$ cat config.mk
export PLATFORM = sky130hd
export DESIGN_NAME = stopwatch_counter
export DESIGN_NICKNAME = d
export VERILOG_FILES = /design/src/rtl/stopwatch_pkg.sv /design/src/rtl/bcd_digit.sv /design/src/rtl/stopwatch_counter.sv
export SDC_FILE = /design/constraint.sdc
export NUM_CORES = 1
export LEC_CHECK = 0
export CORE_AREA = 2 2 102 104
export DETAILED_ROUTE_END_ITERATION = 6
export DIE_AREA = 0 0 104 106
export MAX_ROUTING_LAYER = met4
export PLACE_DENSITY = 0.6
export SETUP_SLACK_MARGIN = 0.5
export SYNTH_ARGS = -nofsm -noshare
export SYNTH_HDL_FRONTEND = slang
export SYNTH_SLANG_ARGS = --single-unit
$ cat constraint.sdc
create_clock -name clk -period 3 [get_ports clk]
set_clock_uncertainty 0.1 [all_clocks]
set_input_delay 0.6 -clock clk [delete_from_list [all_inputs] [get_ports clk]]
set_output_delay 0.6 -clock clk [all_outputs]
set_load 0.03 [all_outputs]
$ cat src/rtl/stopwatch_pkg.sv
// Shared types for the stopwatch datapath: BCD digit type, digit limits and the
// six-digit MM:SS.cc time record used for live and lap registers.
package stopwatch_pkg;

   typedef logic [3:0] bcd_t;

   localparam bcd_t DIG_MAX9 = 4'd9;
   localparam bcd_t DIG_MAX5 = 4'd5;

   typedef struct packed {
      bcd_t m_t;
      bcd_t m_o;
      bcd_t s_t;
      bcd_t s_o;
      bcd_t cs_t;
      bcd_t cs_o;
   } time_t;

endpackage

$ cat src/rtl/bcd_digit.sv
// One BCD counter digit wrapping at MAX; carry is combinational so a chain of
// digits ripples a full increment within a single edge.
module bcd_digit
   import stopwatch_pkg::*;
#(
   parameter logic [3:0] MAX = DIG_MAX9
) (
   input  logic       clk,
   input  logic       rst,
   input  logic       clr,
   input  logic       inc,
   output logic [3:0] q,
   output logic       carry
);

   bcd_t q_q, q_d;

   always_comb begin
      q_d   = q_q;
      carry = inc && (q_q == MAX);
      if (clr) begin
         q_d = '0;
      end else if (inc) begin
         q_d = carry ? 4'd0 : q_q + 4'd1;
      end
   end

   always_ff @(posedge clk or negedge rst) begin
      if (!rst) begin
         q_q <= '0;
      end else begin
         q_q <= q_d;
      end
   end

   assign q = q_q;

endmodule

$ cat src/rtl/stopwatch_counter.sv
// Centisecond prescaler feeding a six-digit BCD ripple counter (MM:SS.cc), with
// a lap-hold display freeze and a sticky wrap-past-59:59.99 overflow flag.
module stopwatch_counter
   import stopwatch_pkg::*;
#(
   parameter int unsigned CLK_HZ  = 100_000_000,
   parameter int unsigned TICK_HZ = 100
) (
   input  logic       clk,
   input  logic       rst,
   input  logic       en,
   input  logic       clr,
   input  logic       lap,
   output logic [3:0] cs_o,
   output logic [3:0] cs_t,
   output logic [3:0] s_o,
   output logic [3:0] s_t,
   output logic [3:0] m_o,
   output logic [3:0] m_t,
   output logic       tick,
   output logic       hold,
   output logic       ovf
);

   localparam int unsigned DIV   = CLK_HZ / TICK_HZ;
   localparam int unsigned PRE_W = (DIV > 2) ? $clog2(DIV) : 1;
   localparam logic [PRE_W-1:0] PRE_LAST = PRE_W'(DIV - 1);

   logic [PRE_W-1:0] pre_q, pre_d;
   logic             tick_q, tick_d;
   logic             hold_q, hold_d;
   logic             ovf_q, ovf_d;
   time_t            lap_q, lap_d;
   time_t            live;
   time_t            disp;
   logic             inc_cs;
   logic [5:0]       carry;

   always_comb begin
      inc_cs = en && !clr && (pre_q == PRE_LAST);
      pre_d  = pre_q;
      tick_d = inc_cs;
      ovf_d  = ovf_q | carry[5];
      hold_d = hold_q;
      lap_d  = lap_q;
      if (clr) begin
         pre_d  = '0;
         ovf_d  = 1'b0;
         hold_d = 1'b0;
         lap_d  = '0;
      end else begin
         if (en) begin
            pre_d = inc_cs ? '0 : pre_q + PRE_W'(1);
         end
         // Capture samples the live value before this edge's increment lands.
         if (lap) begin
            if (!hold_q) begin
               lap_d = live;
            end
            hold_d = !hold_q;
         end
      end
   end

   always_ff @(posedge clk or negedge rst) begin
      if (!rst) begin
         pre_q  <= '0;
         tick_q <= 1'b0;
         hold_q <= 1'b0;
         ovf_q  <= 1'b0;
         lap_q  <= '0;
      end else begin
         pre_q  <= pre_d;
         tick_q <= tick_d;
         hold_q <= hold_d;
         ovf_q  <= ovf_d;
         lap_q  <= lap_d;
      end
   end

   bcd_digit #(.MAX(DIG_MAX9)) u_cs_o (.clk(clk), .rst(rst), .clr(clr), .inc(inc_cs),
                                       .q(live.cs_o), .carry(carry[0]));
   bcd_digit #(.MAX(DIG_MAX9)) u_cs_t (.clk(clk), .rst(rst), .clr(clr), .inc(carry[0]),
                                       .q(live.cs_t), .carry(carry[1]));
   bcd_digit #(.MAX(DIG_MAX9)) u_s_o  (.clk(clk), .rst(rst), .clr(clr), .inc(carry[1]),
                                       .q(live.s_o), .carry(carry[2]));
   bcd_digit #(.MAX(DIG_MAX5)) u_s_t  (.clk(clk), .rst(rst), .clr(clr), .inc(carry[2]),
                                       .q(live.s_t), .carry(carry[3]));
   bcd_digit #(.MAX(DIG_MAX9)) u_m_o  (.clk(clk), .rst(rst), .clr(clr), .inc(carry[3]),
                                       .q(live.m_o), .carry(carry[4]));
   bcd_digit #(.MAX(DIG_MAX5)) u_m_t  (.clk(clk), .rst(rst), .clr(clr), .inc(carry[4]),
                                       .q(live.m_t), .carry(carry[5]));

   assign disp = hold_q ? lap_q : live;
   assign cs_o = disp.cs_o;
   assign cs_t = disp.cs_t;
   assign s_o  = disp.s_o;
   assign s_t  = disp.s_t;
   assign m_o  = disp.m_o;
   assign m_t  = disp.m_t;
   assign tick = tick_q;
   assign hold = hold_q;
   assign ovf  = ovf_q;

endmodule

======== Word-level counts from Yosys, hierarchy flattened ========
Cells that the tools add are included.
word-level totals
  register bits after elaboration ......... 71
  input port bits ......................... 5
  output and inout bits ................... 27
  word-level logic and storage cells ...... 76
cells by class
  add/subtract/negate cells ............... 7
  equality and inequality tests ........... 7
  mux-type cells .......................... 27
  bitwise gates (word level) .............. 1
  reduce and logical (&&, ||, !) cells .... 18
operators by type and width
  cell                   number
  $mux 24                3
  $mux 4                 18
  $mux 20                3
  $add 4x1->4 const B    6
  $add 20x1->20 const B  1
  $eq 20x20->1 const B   1
  $eq 4x4->1 const B     4
  $reduce_bool 2->1      8
  $eq 4x3->1 const B     2
  $logic_and 1x1->1      8
  $mux 1                 3
  $logic_not 1->1        2
  $or 1x1->1             1

======== Logic depth before layout (Yosys ltp) ========
Gate-level depths: netlist of run 1.
  depth in word-level cells ............... 12
  gate-level depth with buffers ........... 8
  mapped depth without buffers ............ 7

======== Cells and area by module ========
Synthesis of run 1 repeated with hierarchy kept, for this count alone.
unflattened totals
  cell total of the unflattened synthesis .. 396
  area, all modules ....................... 3,926.3 sq um
by module, submodules not included
  module                   times used  cells each  area an instance (sq um)  sequential area each (sq um)
  stopwatch_counter        1           242         2,507.4                   1,176.1
  bcd_digit at u_cs_o ...  4           26          237.7                     100.1
  bcd_digit at u_m_t ...   2           25          234.0                     100.1

======== Worst setup path after synthesis of run 1 ========
No wires, ideal clock.
  path kind ............................... input to register
  start point ............................. in clr
  end point ............................... reg u_cs_t.q_q[2] (netlist: u_cs_t.q[2])
  setup time .............................. 0.078 ns
  arrival time ............................ 2.376 ns
  required time ........................... 2.822 ns
  path slack .............................. 0.446 ns
  cell stages on the path ................. 6
  buffers on the path ..................... 1
  cell sequence ........................... or4b_1 or4_4 or2_1 clkbuf_2 or4_1 a21oi_1
between the ends
  longest elaborated chain between the ends .. 8
  elaborated cells between the ends (all ways) .. 9
  classes of those cells .................. 3 x mux; 6 x reduce/logical
RTL lines
  element                         RTL line                 text
  start, declared                 stopwatch_counter.sv:12  input logic clr,
  $logic_not 1->1                 stopwatch_counter.sv:40  inc_cs = en && !clr && (pre_q == PRE_LAST);
  $logic_and 1x1->1 (2 in a row)  stopwatch_counter.sv:40
  $logic_and 1x1->1 (2 in a row)  bcd_digit.sv:20          carry = inc && (q_q == MAX);
  $mux 4                          bcd_digit.sv:24          q_d = carry ? 4'd0 : q_q + 4'd1;
  $mux 4                          bcd_digit.sv:23          end else if (inc) begin
  $mux 4                          bcd_digit.sv:21          if (clr) begin
  end signal, assigned            bcd_digit.sv:32          q_q <= q_d;
  end, declared                   bcd_digit.sv:16          bcd_t q_q, q_d;
Parallel ways exist; a longest one is shown, timed or not. The select of a mux whose other input is x is not followed.
A chain may end at the register's enable or synchronous reset.

======== Worst setup path in the final report of run 1 ========
  start point ............................. reg pre_q[6]
  end point ............................... reg u_cs_t.q_q[2] (netlist: u_cs_t.q[2])
between the ends
  longest elaborated chain between the ends .. 7
  elaborated cells between the ends (all ways) .. 8
  classes of those cells .................. 1 x eq/ne; 3 x mux; 4 x reduce/logical
RTL lines
  element                 RTL line                 text
  start, declared         stopwatch_counter.sv:29  logic [PRE_W-1:0] pre_q, pre_d;
  start signal, assigned  stopwatch_counter.sv:73  pre_q <= pre_d;
  $eq 20x20->1 (*)        stopwatch_counter.sv:40
  $logic_and 1x1->1 (*)   stopwatch_counter.sv:40
  $logic_and 1x1->1 (*)   bcd_digit.sv:20
  $logic_and 1x1->1       bcd_digit.sv:20
  $mux 4                  bcd_digit.sv:24
  $mux 4                  bcd_digit.sv:23
  $mux 4                  bcd_digit.sv:21
Mark *: on every way between the ends. The rest lies on a longest branch, timed or not. The select of a mux whose other input is x is not followed.

==> reports/metrics.csv, run 1 <==
metric;value;unit
rows;37;
synthCells;390;
grt_overflow;0;
hold_class;in -> async;
powerDensity;440;nW/um2
port_buffers;31;
synth_ff_type;dfrtp_1;
max-cap-violations;0;
arrival;2.63;ns
grt_use_total;16.5;%
outcome;complete, no violations;
clock_latency;0.36;ns
initial_core_util;39.0;%
ys_warn_count;0;
synthArstFlopShare;100;%
drtAntennaViolNets;0;
area_delta_synth_final;24.5;%
yosysSeqAreaShare;45.6;%
antenna_found_initial;0;
dp_hpwl;5280;um
place_congestion;0.799;
required;3.17;ns
ctsRootBufferMaster;clkbuf_8;
die_w;104;um
numCtsBuffers;9;
synth-edff-count;0;
final-hold-violation-count;0;
max_freq;408;MHz
clock_path_buffers;2;
relSlewSlack;44.7;%
grt_start_max_net_pins;72;
viasPerCell;5.21;
reg2reg_from;pre_q[6];
ys_ff_latch;71;
drc_errors;0;
syn_area;3900;um2
grt_pass1_wl;14300;um
crit_type;reg -> reg;
htree_num_levels;3;
peakVddDrop;240;uV
setup_slack;0.547;ns
wl_per_cell;14.3;um
grt_setup_unrepaired;true;
routed_wl;8400;um
dp_slack;-0.0404;ns
cts_sinks;71;
wl_met1;4070;um
ff2ff_setup_slack;0.55;ns
finalMaxSlewViolations;0;
endpoint_kind;register;
layout_common_cells;dfrtp_1, nor2_1, mux2i_1;
syn_nets;408;
core_area;10000;um2
final_common_cell;dfrtp_1;
antennaDiodeCount;0;
worstMarginPinSlew;0.826;ns
drtIter0Drc;200;
synth_area_per_cell;10.0;um2
fin_tns_setup;0;ns
cts_hold_buf;0;
drtPass1Iterations;4;
clk_pin_slew_worst_paths;0.08;ns
startpoint;pre_q[6];
p_leak;2.36;nW
die_y;106;um
cts_tree;yes;
final_core_util;48.5;%
die-area;11000;um2
route.met2.wl;3900;um
synth.distinct_cells;51;
io_pins;32;
critPathLaunchType;register;
finalNetCount;464;
cp_max_fo;6;
period_share;81.8;%
fin_crit;2.45;ns
drive_gt1_share;20.2;%
route.met3.wl;289;um
grt_pass1_vias;2938;
top_layer_used;met4;
num_vias;3061;
setup_viol;0;
-- worst max-delay path: stages, from the launching register on --
cell and delay (ns):
dfrtp_2 0.44, or4b_1 0.51, or4_4 0.47, or2_4 0.29, or4_1 0.41, a21oi_1 0.15
-- where the power goes --
part	leakage (nW)	total [mW]	switching [mW]	internal, mW
registers	0.982	0.964	0.00413	0.960
logic	1.25	0.120	0.0749	0.0447
clock network	0.136	1.05	0.370	0.682
total	2.36	2.14	0.449	1.69
-- cells by family after synthesis --
kind of cell | Yosys count | synth area share [%]
AO/OA/AOI/OAI | 44 | 7.09
XOR/XNOR | 15 | 3.37
adder cells (fa/ha/maj) | 13 | 4.17
buffers and inverters | 31 | 3.05
flip-flops | 71 | 45.6
multiplexers | 52 | 14.0
AND/OR/NAND/NOR | 164 | 22.8
-- metrics by stage --
stage	hold slack, ns	total power, mW	cells	instance area (um2)
floorplan	0.204	1.04	390	3900
global placement	0.396	1.10	548	4400
detailed placement	0.403	1.10	548	4400
CTS	0.172	2.15	573	4720
global route	0.191	2.22	587	4850
finish	0.156	2.14	587	4850
-- layout make-up --
cell class / instances / area, um2
Clock buffer: 11 / 151
Clock inverter: 5 / 128
Fill cell: 981 / 5140
Inverter: 12 / 45.0
Multi-Input combinational cell: 288 / 2040
Sequential cell: 71 / 1780
Tap cell: 136 / 170
Timing Repair Buffer: 64 / 542
-- layer usage --
metal  vias up  GRT usage [%]
li1       1487              -
met1      1513           21.8
met2        51           24.6
met3        10           3.62
met4         0           7.24
met5         -              -
-- registers in the layout, indices dropped and copies added (netlist names) --
name,cells
hold,1
u_cs_t.q,4
u_s_o.q,4
u_m_o.q,4
pre_q,20
u_s_t.q,4
u_cs_o.q,4
ovf,1
lap_q,24
u_m_t.q,4
tick,1
-- synth_stat cells (all sizes together), types with 3 or more instances --
| cell type | instances | area share (%) |
|---|---|---|
| or2 | 3 | 0.48 |
| and4 | 3 | 0.67 |
| inv | 12 | 1.2 |
| and3b | 5 | 1.1 |
| dfrtp | 71 | 46 |
| nand3 | 16 | 2.1 |
| or4b | 3 | 0.77 |
| nor3 | 8 | 1.3 |
| xor2 | 9 | 2.0 |
| nand4 | 6 | 0.96 |
| mux2i | 33 | 8.5 |
| buf | 5 | 0.51 |
| nand2 | 28 | 2.7 |
| or4 | 3 | 0.67 |
| o21ai | 15 | 1.9 |
| ha | 13 | 4.2 |
| and3 | 3 | 0.48 |
| nand3b | 3 | 0.58 |
| nor2 | 54 | 5.2 |
| nand2b | 8 | 1.3 |
| xnor2 | 6 | 1.3 |
| or3 | 8 | 1.3 |
| a21oi | 11 | 1.4 |
| clkbuf | 14 | 1.4 |
| nor4 | 3 | 1.3 |
| mux2 | 19 | 5.5 |
-- repair_timing --
action,4_1_cts,5_1_grt
endpoints found under the setup margin,43,43
gates cloned,0,0
gates resized for setup,31,7
setup buffers,9,14
pin swaps,5,0
-- path summary, 6_finish.rpt --
path	end	depth (start not counted)
max	u_cs_t.q[2]	5
min	lap_q[12]	2
max reg2reg	u_cs_t.q[2]	5
min reg2reg	lap_q[3]	2
max in group asynchronous	pre_q[11]	2
min in group clk	lap_q[3]	2
Note: power is estimated with default switching activity, not from simulation.
==> run 2: changes to the inputs <==
--- a/config.mk
+++ b/config.mk
@@ -9,7 +9,7 @@
 export DETAILED_ROUTE_END_ITERATION = 6
 export DIE_AREA = 0 0 104 106
 export MAX_ROUTING_LAYER = met4
-export PLACE_DENSITY = 0.6
+export PLACE_DENSITY = 0.62
 export SETUP_SLACK_MARGIN = 0.5
 export SYNTH_ARGS = -nofsm -noshare
 export SYNTH_HDL_FRONTEND = slang
==> constraint.sdc (replaced) <==
create_clock -name clk -period 2.2 [get_ports clk]
set_clock_uncertainty 0.1 [all_clocks]
set_input_delay 0.44 -clock clk [delete_from_list [all_inputs] [get_ports clk]]
set_output_delay 0.44 -clock clk [all_outputs]
set_load 0.03 [all_outputs]
==> run 2 against run 1 <==
  * Combinational power rose by 140%
  * Final area rose by 15%
  * Global-route usage rose by 1.4 points
  * The run now ends with negative setup slack left
  * First-iteration DRC count fell by 34%
  * Clock power barely moved
  * Final cell count rose by 7.2%
  * Sequential share of layout area fell by 5.0 points
  * Hold slack improved by 0.27 ns
  * Via count rose by 4.5%
  * Wire length rose by 9.2%
  * Register-to-register slack got worse by 0.72 ns
  * Setup slack got worse by 0.72 ns
  * Largest cell class unchanged
  * Critical endpoint unchanged
==> reports/metrics.csv, run 2 (synthesis gave the netlist of run 1 again) <==
metric;value;unit
outcome;finished, violations left;
violations;negative setup slack;
clkPwrFrac;39.6;%
max_freq;421;MHz
clock_latency;0.35;ns
setup_viol;21;
grt_use_total;17.9;%
combinationalPowerShare;11.0;%
finalMaxSlewViolations;0;
crit_type;reg -> reg;
ctsRootBufferMaster;clkbuf_8;
drtPass1Iterations;4;
layout_common_cells;dfrtp_1, nor2_1, buf_6;
antenna_found_initial;0;
routed_wl;9170;um
finalPower;2.66;mW
max-cap-violations;0;
drc_errors;0;
endpoint;u_cs_t.q[2];
p_sw;0.672;mW
reg2reg_from;pre_q[15];
largest_reg_flops;24;
clock_path_buffers;2;
antennaDiodeCount;0;
final_core_util;56.0;%
setup_slack;-0.176;ns
rows;37;
clk_pin_slew_worst_paths;0.09;ns
cts_sinks;71;
p_leak;2.67;nW
die_w;104;um
drive_gt1_share;36.3;%
required;2.38;ns
dp_hpwl;5810;um
die-area;11000;um2
post_dp_cell_area;4690;um2
drtAntennaViolNets;0;
reg_top3;lap_q (24), pre_q (20);
arrival;2.55;ns
top_register;lap_q;
cp_max_fo;5;
final-hold-violation-count;0;
powerDensity;475;nW/um2
reg2reg_to;u_cs_t.q[2];
viasPerCell;5.09;
peakVddDrop;257;uV
startpoint;pre_q[15];
initial_core_util;39.0;%
ff2ff_setup_slack;-0.18;ns
area_delta_synth_final;43.5;%
p_int;1.99;mW
cts_tree;yes;
swShare;25.2;%
endpoint_kind;register;
critPathLaunchType;register;
rr_worst_depth;5;
period_share;108;%
grt_pass1_wl;15700;um
io_pins;32;
fillers;849;
numCtsBuffers;9;
design_area;5600;um2
grt_setup_unrepaired;true;
num_vias;3200;
place_congestion;0.857;
relSlewSlack;58.8;%
grt_overflow;0;
htree_num_levels;3;
die_y;106;um
fin_crit;2.38;ns
pwr-share-seq;49.4;%
grt_start_max_net_pins;56;
final_common_cell;dfrtp_1;
port_buffers;31;
core_area;10000;um2
grt_pass1_vias;3193;
hold_class;reg -> reg;
finalNetCount;506;
drtIter0Drc;133;
wl_per_cell;14.6;um
worstMarginPinSlew;0.618;ns
[run 2: cell types whose count changed in the layout (fill, tap and decap cells not counted), sizes merged]
cell and change:
bufinv -3, clkinv +1, clkbuf -1, a21oi +1, clkdlybuf4s50 -3, buf +65
inv +2, dlygate4sd3 +1, clkinvlp +1, dlygate4sd2 -22
[run 2: worst min-delay path by stage]
| stage | startpoint | to | cells after the start |
|---|---|---|---|
| 2_1_floorplan | rst | hold | 0 |
| 3_3_place_gp | rst | lap_q[17] | 1 |
| 3_5_place_dp | rst | u_m_o.q[2] | 1 |
| 4_1_cts | lap_q[20] | lap_q[20] | 2 |
| 5_1_grt | lap_q[2] | lap_q[2] | 2 |
| 6_report | lap_q[20] | lap_q[20] | 2 |
[run 2: worst max-delay path, stage by stage, from the launching register on]
cell and delay (ns):
dfrtp_1 0.38, or4b_1 0.52, or4_4 0.49, or2_4 0.27, or4_4 0.42, a21oi_2 0.13
[run 2: timing repair]
item | CTS | global route
buffers inserted | 21 | 11
pin swaps | 26 | 18
hold buffers | 1 | 0
cloned | 2 | 0
endpoints found under the setup margin | 73 | 72
resized for setup | 199 | 26
hold endpoints to repair | 15 | 0
[run 2: power by group through the flow]
stage               sequential, mW  combinational [mW]  clock, mW
floorplan                     1.34              0.0888          0
global placement              1.34               0.180          0
detailed placement            1.34               0.182          0
CTS                           1.31               0.259       1.08
global route                  1.31               0.315       1.14
finish                        1.31               0.293       1.05
[run 2: per-layer routing]
layer	wire length (um)	track usage, %
met5	0	-
met4	76	4.92
met3	201	3.31
met2	4570	28.3
met1	4330	23.8
[run 2: cell type report]
cell class | instances | area, um2 | area share (%)
multi-input cells | 289 | 2310 | 41.2
repair buffers | 105 | 1100 | 19.7
inverters | 12 | 45.0 | 0.805
clock buffers | 10 | 128 | 2.28
clock inverters | 6 | 67.6 | 1.21
well taps | 136 | 170 | 3.04
flip-flops and latches | 71 | 1780 | 31.8
[run 2: stage by stage]
stage,std cells,setup TNS [ns],worst slack (ns),hold WS (ns)
global route,629,-3.79,-0.211,0.457
CTS,618,-3.09,-0.275,0.427
global placement,578,-7.08,-0.649,0.293
finish,629,-1.40,-0.176,0.422
detailed placement,578,-8.56,-0.709,0.287
floorplan,390,-0.650,-0.221,0.0444
